## src/rtl/jtag_dmi_pkg.sv

```systemverilog
// Shared constants for the JTAG debug transport: DMI op/resp codes,
// TAP instruction codes and the DTMCS field layout.
package jtag_dmi_pkg;

  typedef enum logic [1:0] {
    DMI_OP_NOP   = 2'd0,
    DMI_OP_READ  = 2'd1,
    DMI_OP_WRITE = 2'd2,
    DMI_OP_RSVD  = 2'd3
  } dmi_op_e;

  typedef enum logic [1:0] {
    DMI_RESP_SUCCESS = 2'd0,
    DMI_RESP_RSVD    = 2'd1,
    DMI_RESP_FAILED  = 2'd2,
    DMI_RESP_BUSY    = 2'd3
  } dmi_resp_e;

  // Instruction codes; anything not listed falls through to BYPASS.
  localparam int IR_IDCODE = 'h01;
  localparam int IR_DTMCS  = 'h10;
  localparam int IR_DMI    = 'h11;
  localparam int IR_BYPASS = 'h1f;

  // DTMCS field offsets.
  localparam int DTMCS_VERSION_LSB   = 0;
  localparam int DTMCS_ABITS_LSB     = 4;
  localparam int DTMCS_DMISTAT_LSB   = 10;
  localparam int DTMCS_IDLE_LSB      = 12;
  localparam int DTMCS_DMIRESET_BIT  = 16;
  localparam int DTMCS_HARDRESET_BIT = 17;
  localparam logic [3:0] DTMCS_VERSION = 4'd1;

  // Assemble the read-only DTMCS capture word.
  function automatic logic [31:0] dtmcs_word(input logic [5:0] abits,
                                             input logic [1:0] stat,
                                             input logic [2:0] idle);
    logic [31:0] w;
    w = '0;
    w[DTMCS_VERSION_LSB +: 4] = DTMCS_VERSION;
    w[DTMCS_ABITS_LSB +: 6]   = abits;
    w[DTMCS_DMISTAT_LSB +: 2] = stat;
    w[DTMCS_IDLE_LSB +: 3]    = idle;
    return w;
  endfunction

endpackage

```

## src/rtl/jtag_dmi_req_ctrl.sv

```systemverilog
// DMI request/response tracking: outstanding flag, sticky status, response
// data, request handshake register and the hard-reset response discard.
module jtag_dmi_req_ctrl
  import jtag_dmi_pkg::*;
#(
  parameter int unsigned ABITS = 7
) (
  input  logic             clk,
  input  logic             rst_n,
  input  logic             capture_dmi,
  input  logic             update_dmi,
  input  logic             update_dtmcs,
  input  logic [ABITS-1:0] upd_addr,
  input  logic [31:0]      upd_data,
  input  logic [1:0]       upd_op,
  input  logic             dmireset,
  input  logic             hardreset,
  output logic             dmi_req_valid,
  input  logic             dmi_req_ready,
  output logic [ABITS-1:0] dmi_req_addr,
  output logic [31:0]      dmi_req_data,
  output logic [1:0]       dmi_req_op,
  input  logic             dmi_rsp_valid,
  input  logic [31:0]      dmi_rsp_data,
  input  logic [1:0]       dmi_rsp_resp,
  output logic             dtm_hardreset,
  output logic [ABITS-1:0] last_addr,
  output logic [31:0]      cap_data,
  output logic [1:0]       cap_stat,
  output logic [1:0]       dmistat_fwd
);

  logic        busy_q;
  logic        discard_q;
  logic [1:0]  dmistat_q;
  logic [31:0] rsp_data_q;
  logic [1:0]  dmistat_next;
  logic        rsp_accept;
  logic        rsp_take;
  logic        busy_fwd;
  logic        op_is_rw;
  logic        issue;

  // A response only counts while an op is outstanding; a discarded one
  // still retires the op but leaves data and status alone.
  assign rsp_accept = dmi_rsp_valid & busy_q;
  assign rsp_take   = rsp_accept & ~discard_q;
  // Busy as seen by a same-cycle scan event, after forwarding the response.
  assign busy_fwd   = busy_q & ~dmi_rsp_valid;
  assign op_is_rw   = (upd_op == DMI_OP_READ) || (upd_op == DMI_OP_WRITE);
  assign issue      = update_dmi & ~busy_fwd & op_is_rw &
                      (dmistat_fwd == DMI_RESP_SUCCESS);

  assign cap_data = rsp_take ? dmi_rsp_data : rsp_data_q;
  assign cap_stat = busy_fwd ? DMI_RESP_BUSY : dmistat_fwd;

  // Forwarded status and next sticky status; a reset write wins over all.
  always_comb begin
    dmistat_fwd = dmistat_q;
    if (rsp_take && dmi_rsp_resp == DMI_RESP_FAILED && dmistat_q != DMI_RESP_BUSY)
      dmistat_fwd = DMI_RESP_FAILED;
    dmistat_next = dmistat_fwd;
    if ((capture_dmi || update_dmi) && busy_fwd)
      dmistat_next = DMI_RESP_BUSY;
    if (update_dtmcs && (dmireset || hardreset))
      dmistat_next = DMI_RESP_SUCCESS;
  end

  // Request, outstanding-op and status registers.
  always_ff @(posedge clk or negedge rst_n) begin
    if (!rst_n) begin
      busy_q        <= 1'b0;
      discard_q     <= 1'b0;
      dmistat_q     <= DMI_RESP_SUCCESS;
      rsp_data_q    <= '0;
      last_addr     <= '0;
      dmi_req_valid <= 1'b0;
      dmi_req_addr  <= '0;
      dmi_req_data  <= '0;
      dmi_req_op    <= DMI_OP_NOP;
      dtm_hardreset <= 1'b0;
    end else begin
      dmistat_q     <= dmistat_next;
      rsp_data_q    <= cap_data;
      dtm_hardreset <= update_dtmcs & hardreset;
      if (issue)
        busy_q <= 1'b1;
      else if (dmi_rsp_valid)
        busy_q <= 1'b0;
      if (update_dtmcs && hardreset && busy_fwd)
        discard_q <= 1'b1;
      else if (rsp_accept)
        discard_q <= 1'b0;
      if (update_dmi)
        last_addr <= upd_addr;
      if (issue) begin
        dmi_req_valid <= 1'b1;
        dmi_req_addr  <= upd_addr;
        dmi_req_data  <= upd_data;
        dmi_req_op    <= upd_op;
      end else if (dmi_req_ready) begin
        dmi_req_valid <= 1'b0;
      end
    end
  end

endmodule

```

## src/rtl/jtag_dtm_v2.sv

```systemverilog
// RISC-V debug transport: TAP data registers, TDO mux and the DMI
// request controller.
module jtag_dtm_v2
  import jtag_dmi_pkg::*;
#(
  parameter int unsigned ABITS        = 7,
  parameter int unsigned IR_WIDTH     = 5,
  parameter logic [31:0] IDCODE_VALUE = 32'h1DEAD3FF,
  parameter int unsigned IDLE_CYCLES  = 1
) (
  input  logic                clk,
  input  logic                rst_n,
  input  logic                tdi,
  output logic                tdo,
  input  logic                capture_dr,
  input  logic                shift_dr,
  input  logic                update_dr,
  input  logic [IR_WIDTH-1:0] ir_out,
  output logic                dmi_req_valid,
  input  logic                dmi_req_ready,
  output logic [ABITS-1:0]    dmi_req_addr,
  output logic [31:0]         dmi_req_data,
  output logic [1:0]          dmi_req_op,
  input  logic                dmi_rsp_valid,
  input  logic [31:0]         dmi_rsp_data,
  input  logic [1:0]          dmi_rsp_resp,
  output logic                dtm_hardreset,
  output logic [31:0]         idcode
);

  localparam int DMI_W = ABITS + 34;

  logic             sel_idcode, sel_dtmcs, sel_dmi;
  logic [31:0]      idcode_sr;
  logic [31:0]      dtmcs_sr;
  logic [DMI_W-1:0] dmi_sr;
  logic             bypass_sr;
  logic [ABITS-1:0] last_addr;
  logic [31:0]      cap_data;
  logic [1:0]       cap_stat;
  logic [1:0]       dmistat_fwd;

  assign idcode     = IDCODE_VALUE;
  assign sel_idcode = (ir_out == IR_WIDTH'(IR_IDCODE));
  assign sel_dtmcs  = (ir_out == IR_WIDTH'(IR_DTMCS));
  assign sel_dmi    = (ir_out == IR_WIDTH'(IR_DMI));

  // TAP data registers: capture parallel value, then shift right from tdi.
  always_ff @(posedge clk or negedge rst_n) begin
    if (!rst_n) begin
      idcode_sr <= IDCODE_VALUE;
      dtmcs_sr  <= '0;
      dmi_sr    <= '0;
      bypass_sr <= 1'b0;
    end else if (capture_dr) begin
      if (sel_idcode)
        idcode_sr <= IDCODE_VALUE;
      else if (sel_dtmcs)
        dtmcs_sr <= dtmcs_word(6'(ABITS), dmistat_fwd, 3'(IDLE_CYCLES));
      else if (sel_dmi)
        dmi_sr <= {last_addr, cap_data, cap_stat};
      else
        bypass_sr <= 1'b0;
    end else if (shift_dr) begin
      if (sel_idcode)
        idcode_sr <= {tdi, idcode_sr[31:1]};
      else if (sel_dtmcs)
        dtmcs_sr <= {tdi, dtmcs_sr[31:1]};
      else if (sel_dmi)
        dmi_sr <= {tdi, dmi_sr[DMI_W-1:1]};
      else
        bypass_sr <= tdi;
    end
  end

  // TDO is the LSB of whichever register the instruction selects.
  always_comb begin
    tdo = bypass_sr;
    if (sel_idcode)
      tdo = idcode_sr[0];
    else if (sel_dtmcs)
      tdo = dtmcs_sr[0];
    else if (sel_dmi)
      tdo = dmi_sr[0];
  end

  jtag_dmi_req_ctrl #(
    .ABITS(ABITS)
  ) u_req_ctrl (
    .clk          (clk),
    .rst_n        (rst_n),
    .capture_dmi  (capture_dr & sel_dmi),
    .update_dmi   (update_dr & sel_dmi),
    .update_dtmcs (update_dr & sel_dtmcs),
    .upd_addr     (dmi_sr[DMI_W-1:34]),
    .upd_data     (dmi_sr[33:2]),
    .upd_op       (dmi_sr[1:0]),
    .dmireset     (dtmcs_sr[DTMCS_DMIRESET_BIT]),
    .hardreset    (dtmcs_sr[DTMCS_HARDRESET_BIT]),
    .dmi_req_valid(dmi_req_valid),
    .dmi_req_ready(dmi_req_ready),
    .dmi_req_addr (dmi_req_addr),
    .dmi_req_data (dmi_req_data),
    .dmi_req_op   (dmi_req_op),
    .dmi_rsp_valid(dmi_rsp_valid),
    .dmi_rsp_data (dmi_rsp_data),
    .dmi_rsp_resp (dmi_rsp_resp),
    .dtm_hardreset(dtm_hardreset),
    .last_addr    (last_addr),
    .cap_data     (cap_data),
    .cap_stat     (cap_stat),
    .dmistat_fwd  (dmistat_fwd)
  );

endmodule
```

## config.mk

```make
export PLATFORM = sky130hd
export DESIGN_NAME = jtag_dtm_v2
export DESIGN_NICKNAME = d
export VERILOG_FILES = /design/src/rtl/jtag_dmi_pkg.sv /design/src/rtl/jtag_dmi_req_ctrl.sv /design/src/rtl/jtag_dtm_v2.sv
export SDC_FILE = /design/constraint.sdc
export NUM_CORES = 1
export LEC_CHECK = 0
export BUFFER_PORTS_ARGS = -buffer_cell sky130_fd_sc_hd__buf_2
export CORE_MARGIN = 2
export CORE_UTILIZATION = 35
export DETAILED_ROUTE_END_ITERATION = 8
export SETUP_SLACK_MARGIN = 0.02
export SYNTH_ARGS = -nofsm -noshare
export SYNTH_HDL_FRONTEND = slang
export SYNTH_HIERARCHICAL = 1
export SYNTH_SLANG_ARGS = --single-unit
export TNS_END_PERCENT = 20
```

## constraint.sdc

```tcl
create_clock -name clk -period 5.7 [get_ports clk]
set_clock_uncertainty 0.15 [all_clocks]
set_input_delay 0.285 -clock clk [delete_from_list [all_inputs] [get_ports clk]]
set_output_delay 0.285 -clock clk [all_outputs]
set_load 0.01 [all_outputs]
```

==> summary.txt, run 1 <==
Power
  • Flop pwr share: 48.1%
  • Clock power share: 42.1%
  • Switch Pwr: 0.787 mW
  • Comb pwr share: 9.8%
  • Maximum vdd ir drop: 0.193 mV
  • Switch share: 25.1%
  • Pleak: 5.01 nW
  • Cell Pwr Density: 293 nW/um^2
  • P_int: 2.35 mW
  • Tot Pwr: 3.14 mW

Critical path
  • CP required: 5860 ps
  • Worst Path Max Fanout: 23
  • Crit-path cells: dlygate4sd3_1 -> buf_2 -> nand3b_1 -> buf_4 -> o31ai_1 -> inv_1 -> or4b_1 -> o221a_2
  • Startpoint types: input port
  • CP delay by family, top: buffers and inverters
  • CP arrival: 3010 ps
  • Crit. End Element: register
  • Slowest stage delay, CP: 540 ps
  • WP buf/inv: 4
  • Slowest CP cell: dlygate4sd3_1
  • CP Class: input port to register

Clocking
  • Postcts setup bufs: 0
  • CTS tree: yes
  • CTS Root Cell: clkbuf_16
  • PostCTS Resize Cnt: 0
  • H-tree Lvls: 4
  • Inserted Clock Buffers: 17
  • Number of buffers on the longest clock path: 2
  • CTS sink cnt: 192
  • Clk_lat worst skew: 430 ps
  • Clk slew on worst S/H paths: 70 ps

Route
  • Met2 wire length: 9410 um
  • Total wire length: 20200 um
  • DRT Pass-1 Iters: 4
  • Vias per Instance: 5.28
  • Drt drc: 0
  • DR vias: 6361
  • Iter 0 DRT Violations: 493
  • Detail Route met3 WL: 736 um
  • WL met1: 9930 um
  • Antenna viol nets, final: 0
  • WL per Instance: 16.8 um
  • DR top layer: met4

Floorplan
  • Row count: 59
  • Starting Density: 35.6%
  • Core ar.: 26100 um^2
  • I/O pins: 123
  • Die height: 167 um
  • Chip Width: 167 um
  • Die area: 27800 um^2

Placed design
  • Place WS: 2410 ps
  • IO Port Bufs: 90
  • Final GP Congestion: 0.729
  • Post-detailed-placement half-perimeter wirelength: 12000 um
  • Post-DP Area: 9710 um^2
  • Cell Count Post-Placement: 1136

STA
  • Post-layout minimum cycle time: 2850 ps
  • Final Slew Violations: 0
  • Worst-Margin Slew: 1110 ps
  • Period utilization: 50.0%
  • Final setup margin: 2850 ps
  • Worst rel slew slack: 26.2%
  • Final hold violations: 0
  • FMAX: 0.351 GHz
  • Setup repair after global routing missed its margin: no
  • Final setup vio count: 0
  • Setup TNS Final: 0 ps

Layout
  • Most frequent cells in the layout: 170 x dfrtp_1, 87 x buf_2, 53 x inv_1
  • Diodes inserted: 0
  • Nets: 903
  • Fraction of layout cells with a size suffix above 1: 33.0%
  • Finished Cell Area: 10700 um^2
  • Area Overhead vs Synth: 15.4%
  • Commonest non-fill, non-tap cell in the layout: dfrtp_1
  • Layout Cells excl Fill: 1204

Synthesis
  • Seq cells post-synth: 192
  • Mapped Area: 9280 um^2
  • Syn Inst Count: 779
  • Sequential cell area fraction in the yosys report: 52.1%
  • Post-synth EDFFs: 0
  • Unique masters post-synth: 52
  • Yosys warns: 6
  • Avg Inst Size Synth: 11.9 um^2
  • Async S/R FF share, synth: 100%
  • Main synth FF type: dfrtp_1

Global route
  • Vias in the first global route: 6149
  • Gr ovfl total: 0
  • First-pass GRT wire length: 33200 um
  • Total track usage: 14.6%
  • Initial antenna violation count: 0
  • Largest net degree at the start of global routing: 101

Outcome
  • Status: finished, final reports clean

Min path
  • Hold WC Path Type: input port to register

Flow run
  • Max-cap viol count: 0
power by group through the flow:
| stage | registers (mW) | logic [mW] | clock network, mW |
|---|---|---|---|
| 3_5_place_dp | 1.53 | 0.293 | 0 |
| 6_report | 1.51 | 0.308 | 1.32 |
| 4_1_cts | 1.51 | 0.313 | 1.35 |
| 2_1_floorplan | 1.52 | 0.218 | 0 |
| 5_1_grt | 1.52 | 0.345 | 1.40 |
| 3_3_place_gp | 1.53 | 0.287 | 0 |
per-stage QoR:
step | util, % | hold slack [ps]
after global routing | 41.1 | 155
final | 41.1 | 129
after floorplan | - | -161
after global placement | 37.3 | 288
after detailed placement | 37.3 | 288
after CTS | 41.1 | 115
cells in the mapped netlist, types with 2 or more instances:
library cell / instances / area share, %
a211o_1: 7 / 0.66
a211oi_1: 3 / 0.24
a21oi_1: 13 / 0.70
a22o_1: 25 / 2.4
a41oi_1: 44 / 4.2
and2_1: 3 / 0.20
buf_1: 6 / 0.24
buf_12: 3 / 0.65
buf_2: 5 / 0.27
buf_4: 34 / 2.8
buf_6: 4 / 0.49
buf_8: 3 / 0.49
clkbuf_1: 52 / 2.1
conb_1: 2 / 0.081
dfrtp_1: 170 / 46
dfstp_2: 22 / 6.2
inv_1: 53 / 2.1
mux2_2: 42 / 5.1
mux2_4: 37 / 6.0
nand2_1: 5 / 0.20
nand2b_1: 3 / 0.20
nand3b_1: 4 / 0.32
nor2_1: 49 / 2.0
nor2b_1: 4 / 0.27
nor3_1: 25 / 1.3
nor3b_1: 6 / 0.49
nor4_1: 18 / 1.2
o221a_1: 2 / 0.24
o221a_2: 42 / 5.1
o22a_1: 15 / 1.4
o22ai_1: 2 / 0.13
o2bb2ai_1: 2 / 0.19
o32a_1: 11 / 1.2
o32a_2: 2 / 0.24
or3_1: 41 / 2.8
or3b_2: 2 / 0.19
or4b_1: 3 / 0.32
path summary, 6_finish.rpt:
path / cells after the start / from / endpoint / slack (ps)
setup / recovery: 8 / dmi_rsp_valid / dtmcs_sr[10] / 2850
hold / removal: 4 / ir_out[2] / bypass_sr / 130
setup reg to reg: 6 / u_req_ctrl/discard_q / dtmcs_sr[10] / 2900
hold reg to reg: 1 / dtmcs_sr[8] / dtmcs_sr[7] / 340
max in group asynchronous: 3 / rst_n / dtmcs_sr[17] / 3830
min in group asynchronous: 2 / rst_n / u_req_ctrl/rsp_data_q[23] / 340
logic make-up (layout without fill, tap and decap cells):
group,Yosys count,after routing,share of synthesized area [%]
flip-flops,192,192,52.1
AO/OA/AOI/OAI,176,176,17.3
AND/OR/NAND/NOR,168,168,10.2
buffers and inverters,160,220,9.13
multiplexers,80,80,11.2
other,2,32,0.0809
XOR/XNOR,1,1,0.0944
final cells by class:
| type | count | area (um^2) |
|---|---|---|
| tap | 335 | 419 |
| clock inverter | 15 | 220 |
| multi-input combinational | 457 | 3730 |
| sequential | 192 | 4830 |
| inverter | 53 | 199 |
| fill | 2428 | 15300 |
| timing repair buffer | 135 | 892 |
| clock buffer | 17 | 425 |
routing by layer:
metal	vias to the layer above	GRT usage, %
met5	-	0
met4	0	3.41
met3	10	2.92
met2	122	22.8
met1	3232	21.0
li1	2997	-
state kept, by name (all words and copies together) (netlist names):
name	count
u_req_ctrl/dmi_req_addr	7
u_req_ctrl/dmi_req_valid	1
u_req_ctrl/dtm_hardreset	1
dmi_sr	41
u_req_ctrl/dmi_req_op	2
bypass_sr	1
idcode_sr	32
dtmcs_sr	32
u_req_ctrl/dmi_req_data	32
u_req_ctrl/rsp_data_q	32
u_req_ctrl/dmistat_q	2
u_req_ctrl/discard_q	1
u_req_ctrl/last_addr	7
u_req_ctrl/busy_q	1
worst min-delay path: stages:
cell      delay [ps]
buf_2            110
nor3_1            60
nand3b_1          70
o311ai_0         120
repair_timing:
item                                   CTS  global route
setup endpoints to repair                0             0
hold buffers                            36             0
endpoints found under the hold margin  122             0
Note: power is estimated with default switching activity, not from simulation.
==> run 2: changes to the inputs <==
--- a/config.mk
+++ b/config.mk
@@ -5,6 +5,7 @@
 export SDC_FILE = /design/constraint.sdc
 export NUM_CORES = 1
 export LEC_CHECK = 0
+export ABC_AREA = 1
 export BUFFER_PORTS_ARGS = -buffer_cell sky130_fd_sc_hd__buf_2
 export CORE_MARGIN = 2
 export CORE_UTILIZATION = 35
==> constraint.sdc (replaced) <==
create_clock -name clk -period 2.6 [get_ports clk]
set_clock_uncertainty 0.15 [all_clocks]
set_input_delay 0.13 -clock clk [delete_from_list [all_inputs] [get_ports clk]]
set_output_delay 0.13 -clock clk [all_outputs]
set_load 0.01 [all_outputs]
==> run 2 against run 1 <==
Against the previous run:
- non-clock buffer count up 11
- power up 130%
- combinational power up 150%
- largest cell class unchanged
- flip-flop and latch count unchanged
- critical path type is now input port to primary output
- sequential share of layout area up 0.53 points
- first-iteration DRC count up 4.9%
- sequential power up 140%
- synthesized area down 3.8%
- register-to-register slack worse by 2400 ps
==> summary.txt, run 2 <==
Synthesis
  • Largest family of logic cells by synthesized area: simple AND/OR/NAND/NOR gates
  • Yosys top cell by area: dfrtp_1
  • Async S/R FF share, synth: 100%
  • Synth Area in Simple Gates: 23.1%
  • Top-count cell post-synth: nand2_1
  • Top-area cell type share of the netlist area: 47.6%
  • Adder-cell share of the synthesized area: 0%
  • Seq cells post-synth: 192
  • Area contributors post-synth: dfrtp_1 48%, nand2_1 16%, dfstp_2 6.5%, inv_1 5.3%, o21ai_1 4.0%
  • Yosys warns: 6
  • Avg Inst Size Synth: 8.22 um^2
  • Sequential cell area fraction in the yosys report: 54.1%
  • Unique masters post-synth: 28
  • Commonest cells post-synth: 387 x nand2_1, 170 x dfrtp_1, 126 x inv_1
  • Post-synthesis mux area share: 0.882%
  • Post-synth EDFFs: 0
  • Synth Area in Compound Gates: 10.4%
  • Mapped Area: 8930 um^2
  • Synth Area in XOR/XNOR: 0%
  • Syn Inst Count: 1086
  • Main synth FF type: dfrtp_1

STA
  • Worst rel slew slack: 25.9%
  • Final setup margin: 316 ps
  • Hold Slack: 69.0 ps
  • Final setup vio count: 0
  • Final hold violations: 0
  • FMAX: 0.438 GHz
  • Final Slew Violations: 0
  • Setup TNS Final: 0 ps
  • Setup repair after global routing missed its margin: no
  • Period utilization: 87.8%
  • Worst-Margin Slew: 1110 ps
  • Post-layout minimum cycle time: 2280 ps

Global route
  • Initial antenna violation count: 0
  • Gr ovfl total: 0
  • First-pass GRT wire length: 32400 um
  • Total track usage: 15.0%
  • Vias in the first global route: 6541
  • Largest net degree at the start of global routing: 83

Clocking
  • Postcts setup bufs: 0
  • H-tree Lvls: 4
  • Inserted Clock Buffers: 17
  • Clk slew on worst S/H paths: 70 ps
  • Number of buffers on the longest clock path: 2
  • CTS Root Cell: clkbuf_16
  • CTS sink cnt: 192
  • Clk_lat worst skew: 430 ps
  • CTS tree: yes

Floorplan
  • I/O pins: 123
  • Die height: 164 um
  • Starting Density: 35.6%
  • Row count: 58
  • Chip Width: 164 um
  • Core ar.: 25100 um^2
  • Die area: 26800 um^2

Layout
  • Diodes inserted: 0
  • Number of flip-flops in the largest register: 41
  • Finished Cell Area: 10600 um^2
  • Layout Cells excl Fill: 1531
  • Commonest non-fill, non-tap cell in the layout: nand2_1
  • Final core utilization: 42.2%
  • Nets: 1235
  • Fraction of layout cells with a size suffix above 1: 15.7%
  • Reg with most FFs: dmi_sr
  • Most frequent cells in the layout: 387 x nand2_1, 170 x dfrtp_1, 126 x inv_1
  • Area Overhead vs Synth: 18.6%

Placed design
  • Place WS: 397 ps
  • Post-DP Area: 9590 um^2
  • Final GP Congestion: 0.760
  • IO Port Bufs: 90
  • Cell Count Post-Placement: 1461
  • Post-detailed-placement half-perimeter wirelength: 11900 um

Critical path
  • CP arrival: 2000 ps
  • CP Class: input port to primary output
  • Worst Path Max Fanout: 22
  • Startpoint types: input port
  • CP required: 2320 ps
  • Crit. End Element: primary output

Power
  • Tot Pwr: 7.11 mW
  • Maximum vdd ir drop: 0.403 mV
  • Cell Pwr Density: 672 nW/um^2
  • Pleak: 5.20 nW

Outcome
  • Status: finished, final reports clean

Route
  • WL per Instance: 12.7 um
  • Drt drc: 0
  • Vias per Instance: 4.47
  • Total wire length: 19400 um
  • DRT Pass-1 Iters: 4
  • Antenna viol nets, final: 0
  • Iter 0 DRT Violations: 517
  • DR vias: 6836

Flow run
  • Max-cap viol count: 0

Min path
  • Hold WC Path Type: input port to register
-- run 2: cell count changes after synthesis, sizes merged, moves of 18 or more --
cell	previous run	this run
nand2	5	389
o21ai	2	115
inv	53	129
mux2	79	7
a41oi	44	0
o221a	44	0
or3	42	0
o21bai	1	42
nand4	0	34
clkbuf	52	26
a22o	25	0
nor3	25	0
nor4	18	0
-- run 2: path summary, 6_finish.rpt --
check	start	end	slack (ps)	cells past startpoint
setup / recovery	ir_out[1]	tdo	320	8
hold / removal	capture_dr	dmi_sr[40]	70	3
setup reg to reg	u_req_ctrl/busy_q	dmi_sr[16]	450	9
hold reg to reg	dtmcs_sr[1]	dtmcs_sr[1]	320	2
max in group asynchronous	rst_n	idcode_sr[3]	1430	3
min in group asynchronous	rst_n	u_req_ctrl/dmi_req_data[25]	90	2
-- run 2: logic make-up after synthesis --
kind of cell,after synthesis
simple gates,499
buf+inv,222
flops,192
compound gates,164
mux,7
other cells,2
-- run 2: area by class of cell --
type | instances | area (um^2)
Fill cell | 2579 | 14500
Timing Repair Buffer | 146 | 1040
Clock inverter | 14 | 195
Inverter | 129 | 484
Sequential cell | 192 | 4830
Multi-Input combinational cell | 702 | 3200
Clock buffer | 18 | 429
Tap cell | 330 | 413
-- run 2: timing repair --
action,in CTS,in global routing
hold buffers,38,0
gates resized for setup,0,0
endpoints found under the hold margin,152,0
setup endpoints to repair,0,0
-- run 2: critical path, stage by stage --
cell and delay (ps):
dlygate4sd3_1 530, buf_2 140, inv_1 90, nand4_2 360, buf_4 370, nor2_1 150, a21oi_1 80, buf_2 150
-- run 2: power breakdown --
part | internal, mW | switching (mW)
Sequential | 3.39 | 0.186
Clock | 1.55 | 1.22
Combinational | 0.313 | 0.455
Total | 5.26 | 1.86
-- run 2: metal layers --
layer / GRT usage, % / part of all wire, % / up-vias / routed length (um)
met4: 4.27 / 1.0 / 0 / 194
met1: 21.2 / 50 / 3196 / 9630
met2: 23.8 / 45 / 118 / 8800
met5: 0 / 0 / - / 0
met3: 2.60 / 4.0 / 16 / 769
li1: - / - / 3506 / -
==> run 3: changes to the inputs <==
--- a/config.mk
+++ b/config.mk
@@ -5,11 +5,11 @@
 export SDC_FILE = /design/constraint.sdc
 export NUM_CORES = 1
 export LEC_CHECK = 0
-export ABC_AREA = 1
 export BUFFER_PORTS_ARGS = -buffer_cell sky130_fd_sc_hd__buf_2
 export CORE_MARGIN = 2
 export CORE_UTILIZATION = 35
 export DETAILED_ROUTE_END_ITERATION = 8
+export RECOVER_POWER = 100
 export SETUP_SLACK_MARGIN = 0.02
 export SYNTH_ARGS = -nofsm -noshare
 export SYNTH_HDL_FRONTEND = slang
==> constraint.sdc (replaced) <==
create_clock -name clk -period 2.6 [get_ports clk]
set_clock_uncertainty 0.15 [all_clocks]
set_input_delay 0.52 -clock clk [delete_from_list [all_inputs] [get_ports clk]]
set_output_delay 0.52 -clock clk [all_outputs]
set_load 0.01 [all_outputs]
==> run 3 against run 2 <==
Against the previous run:
- the flow now finishes with violations (max-capacitance violations, max-slew violations)
- via count decreased by 9.1%
- first-iteration DRC count fell by 23%
- final area down 2.9%
- critical path depth decreased by 3
- sequential share of layout area is 1.4 points higher
- largest cell class unchanged
==> summary.txt, run 3 (same netlist as run 1, synthesis figures left out) <==
Route
  • Detail Route met3 WL: 734 um
  • DRT Pass-1 Iters: 5
  • DR vias: 6211
  • Met2 wire length: 9030 um
  • WL met1: 10100 um
  • Total wire length: 20000 um
  • WL per Instance: 16.9 um
  • Drt drc: 0
  • DR top layer: met4
  • Vias per Instance: 5.25
  • Antenna viol nets, final: 0
  • Iter 0 DRT Violations: 399

Layout
  • # fillers: 2545
  • Most frequent cells in the layout: 170 x dfrtp_1, 57 x mux2_1, 53 x inv_1
  • Number of flip-flops in the largest register: 41
  • Nets: 884
  • Fraction of layout cells with a size suffix above 1: 22.4%
  • Diodes inserted: 0
  • Layout Cells excl Fill: 1183
  • Reg with most FFs: dmi_sr
  • Area Overhead vs Synth: 10.8%
  • Commonest non-fill, non-tap cell in the layout: dfrtp_1

Clocking
  • Clk_lat worst skew: 430 ps
  • CTS tree: yes
  • Number of buffers on the longest clock path: 2
  • Inserted Clock Buffers: 17
  • H-tree Lvls: 4
  • CTS Root Cell: clkbuf_16
  • Clk slew on worst S/H paths: 70 ps
  • CTS sink cnt: 192

Critical path
  • WP buf/inv: 2
  • CP arrival: 1780 ps
  • Crit. End Element: primary output
  • Most frequent CP cell: clkbuf_1
  • CP Class: input port to primary output
  • CP required: 1930 ps
  • Worst Path Max Fanout: 7
  • Slowest stage delay, CP: 560 ps
  • CP delay by family, top: simple AND/OR/NAND/NOR gates
  • Slowest CP cell: or4b_1
  • Startpoint types: input port
  • Crit-path cells: clkbuf_1 -> or4b_1 -> a211o_2 -> o221a_2 -> clkbuf_1

STA
  • Final hold violations: 0
  • Final setup vio count: 0
  • Worst-Margin Slew: 1540 ps
  • Setup TNS Final: 0 ps
  • Worst rel slew slack: -2.35%
  • Final Slew Violations: 60
  • FMAX: 0.408 GHz
  • Period utilization: 94.3%
  • Post-layout minimum cycle time: 2450 ps
  • Setup repair after global routing missed its margin: no

Floorplan
  • Die area: 27800 um^2
  • Die height: 167 um
  • Chip Width: 167 um
  • Row count: 59
  • Core ar.: 26100 um^2
  • I/O pins: 123
  • Starting Density: 35.6%

Flow run
  • Max-cap viol count: 1

Global route
  • Largest net degree at the start of global routing: 125
  • Vias in the first global route: 6181
  • Total track usage: 14.8%
  • First-pass GRT wire length: 33800 um
  • Initial antenna violation count: 1
  • Gr ovfl total: 0

Placed design
  • IO Port Bufs: 90
  • Final GP Congestion: 0.748
  • Cell Count Post-Placement: 1152
  • Post-detailed-placement half-perimeter wirelength: 12000 um

Outcome
  • Failing checks: max-capacitance violations, max-slew violations
  • Status: finished, violations left

Min path
  • Hold WC Path Type: input port to register

Power
  • Maximum vdd ir drop: 0.425 mV
  • Cell Pwr Density: 635 nW/um^2
  • Pleak: 4.64 nW
run 3: final timing paths:
kind | from | end | slack, ps | cells after the start
setup / recovery | ir_out[1] | tdo | 150 | 5
hold / removal | dmi_req_ready | u_req_ctrl/dmi_req_valid | 130 | 2
setup reg to reg | u_req_ctrl/discard_q | dtmcs_sr[10] | 410 | 5
hold reg to reg | u_req_ctrl/rsp_data_q[11] | u_req_ctrl/rsp_data_q[11] | 340 | 1
min in group asynchronous | rst_n | u_req_ctrl/rsp_data_q[11] | 870 | 2
max in group asynchronous | rst_n | idcode_sr[17] | 400 | 3
run 3: what timing repair did:
action / 4_1_cts / 5_1_grt
gates resized for setup: 0 / 0
setup buffers: 0 / 0
endpoints found under the hold margin: 48 / 0
hold buffers: 1 / 0
run 3: where the power goes:
| part | total (mW) | switching [mW] | internal (mW) |
|---|---|---|---|
| registers | 3.30 | 0.118 | 3.18 |
| logic | 0.637 | 0.354 | 0.282 |
| clock network | 2.59 | 1.15 | 1.44 |
run 3: layout make-up:
cell class                      instances  area [um^2]  area share (%)
Sequential cell                       192         4830            47.0
Multi-Input combinational cell        457         3580            34.8
Timing Repair Buffer                  116          678            6.59
Clock buffer                           18          439            4.27
Tap cell                              335          419            4.08
Inverter                               53          199            1.93
Clock inverter                         12          135            1.31
run 3: metrics by stage:
stage	instance area, um^2	util, %	hold slack, ps	total power, mW	worst slack [ps]
final	10300	39.5	127	6.53	148
after global routing	10300	39.5	131	6.86	64.4
after CTS	10500	40.5	107	6.65	157
after detailed placement	9960	38.2	328	4.03	146
after global placement	9960	38.2	318	4.01	164
after floorplan	9430	-	74.4	3.81	11.8
run 3: layer usage:
metal  track usage [%]  up-vias
li1                  -     2953
met1              21.9     3116
met2              22.2      129
met3              3.09       13
met4              3.82        0
met5                 0        -
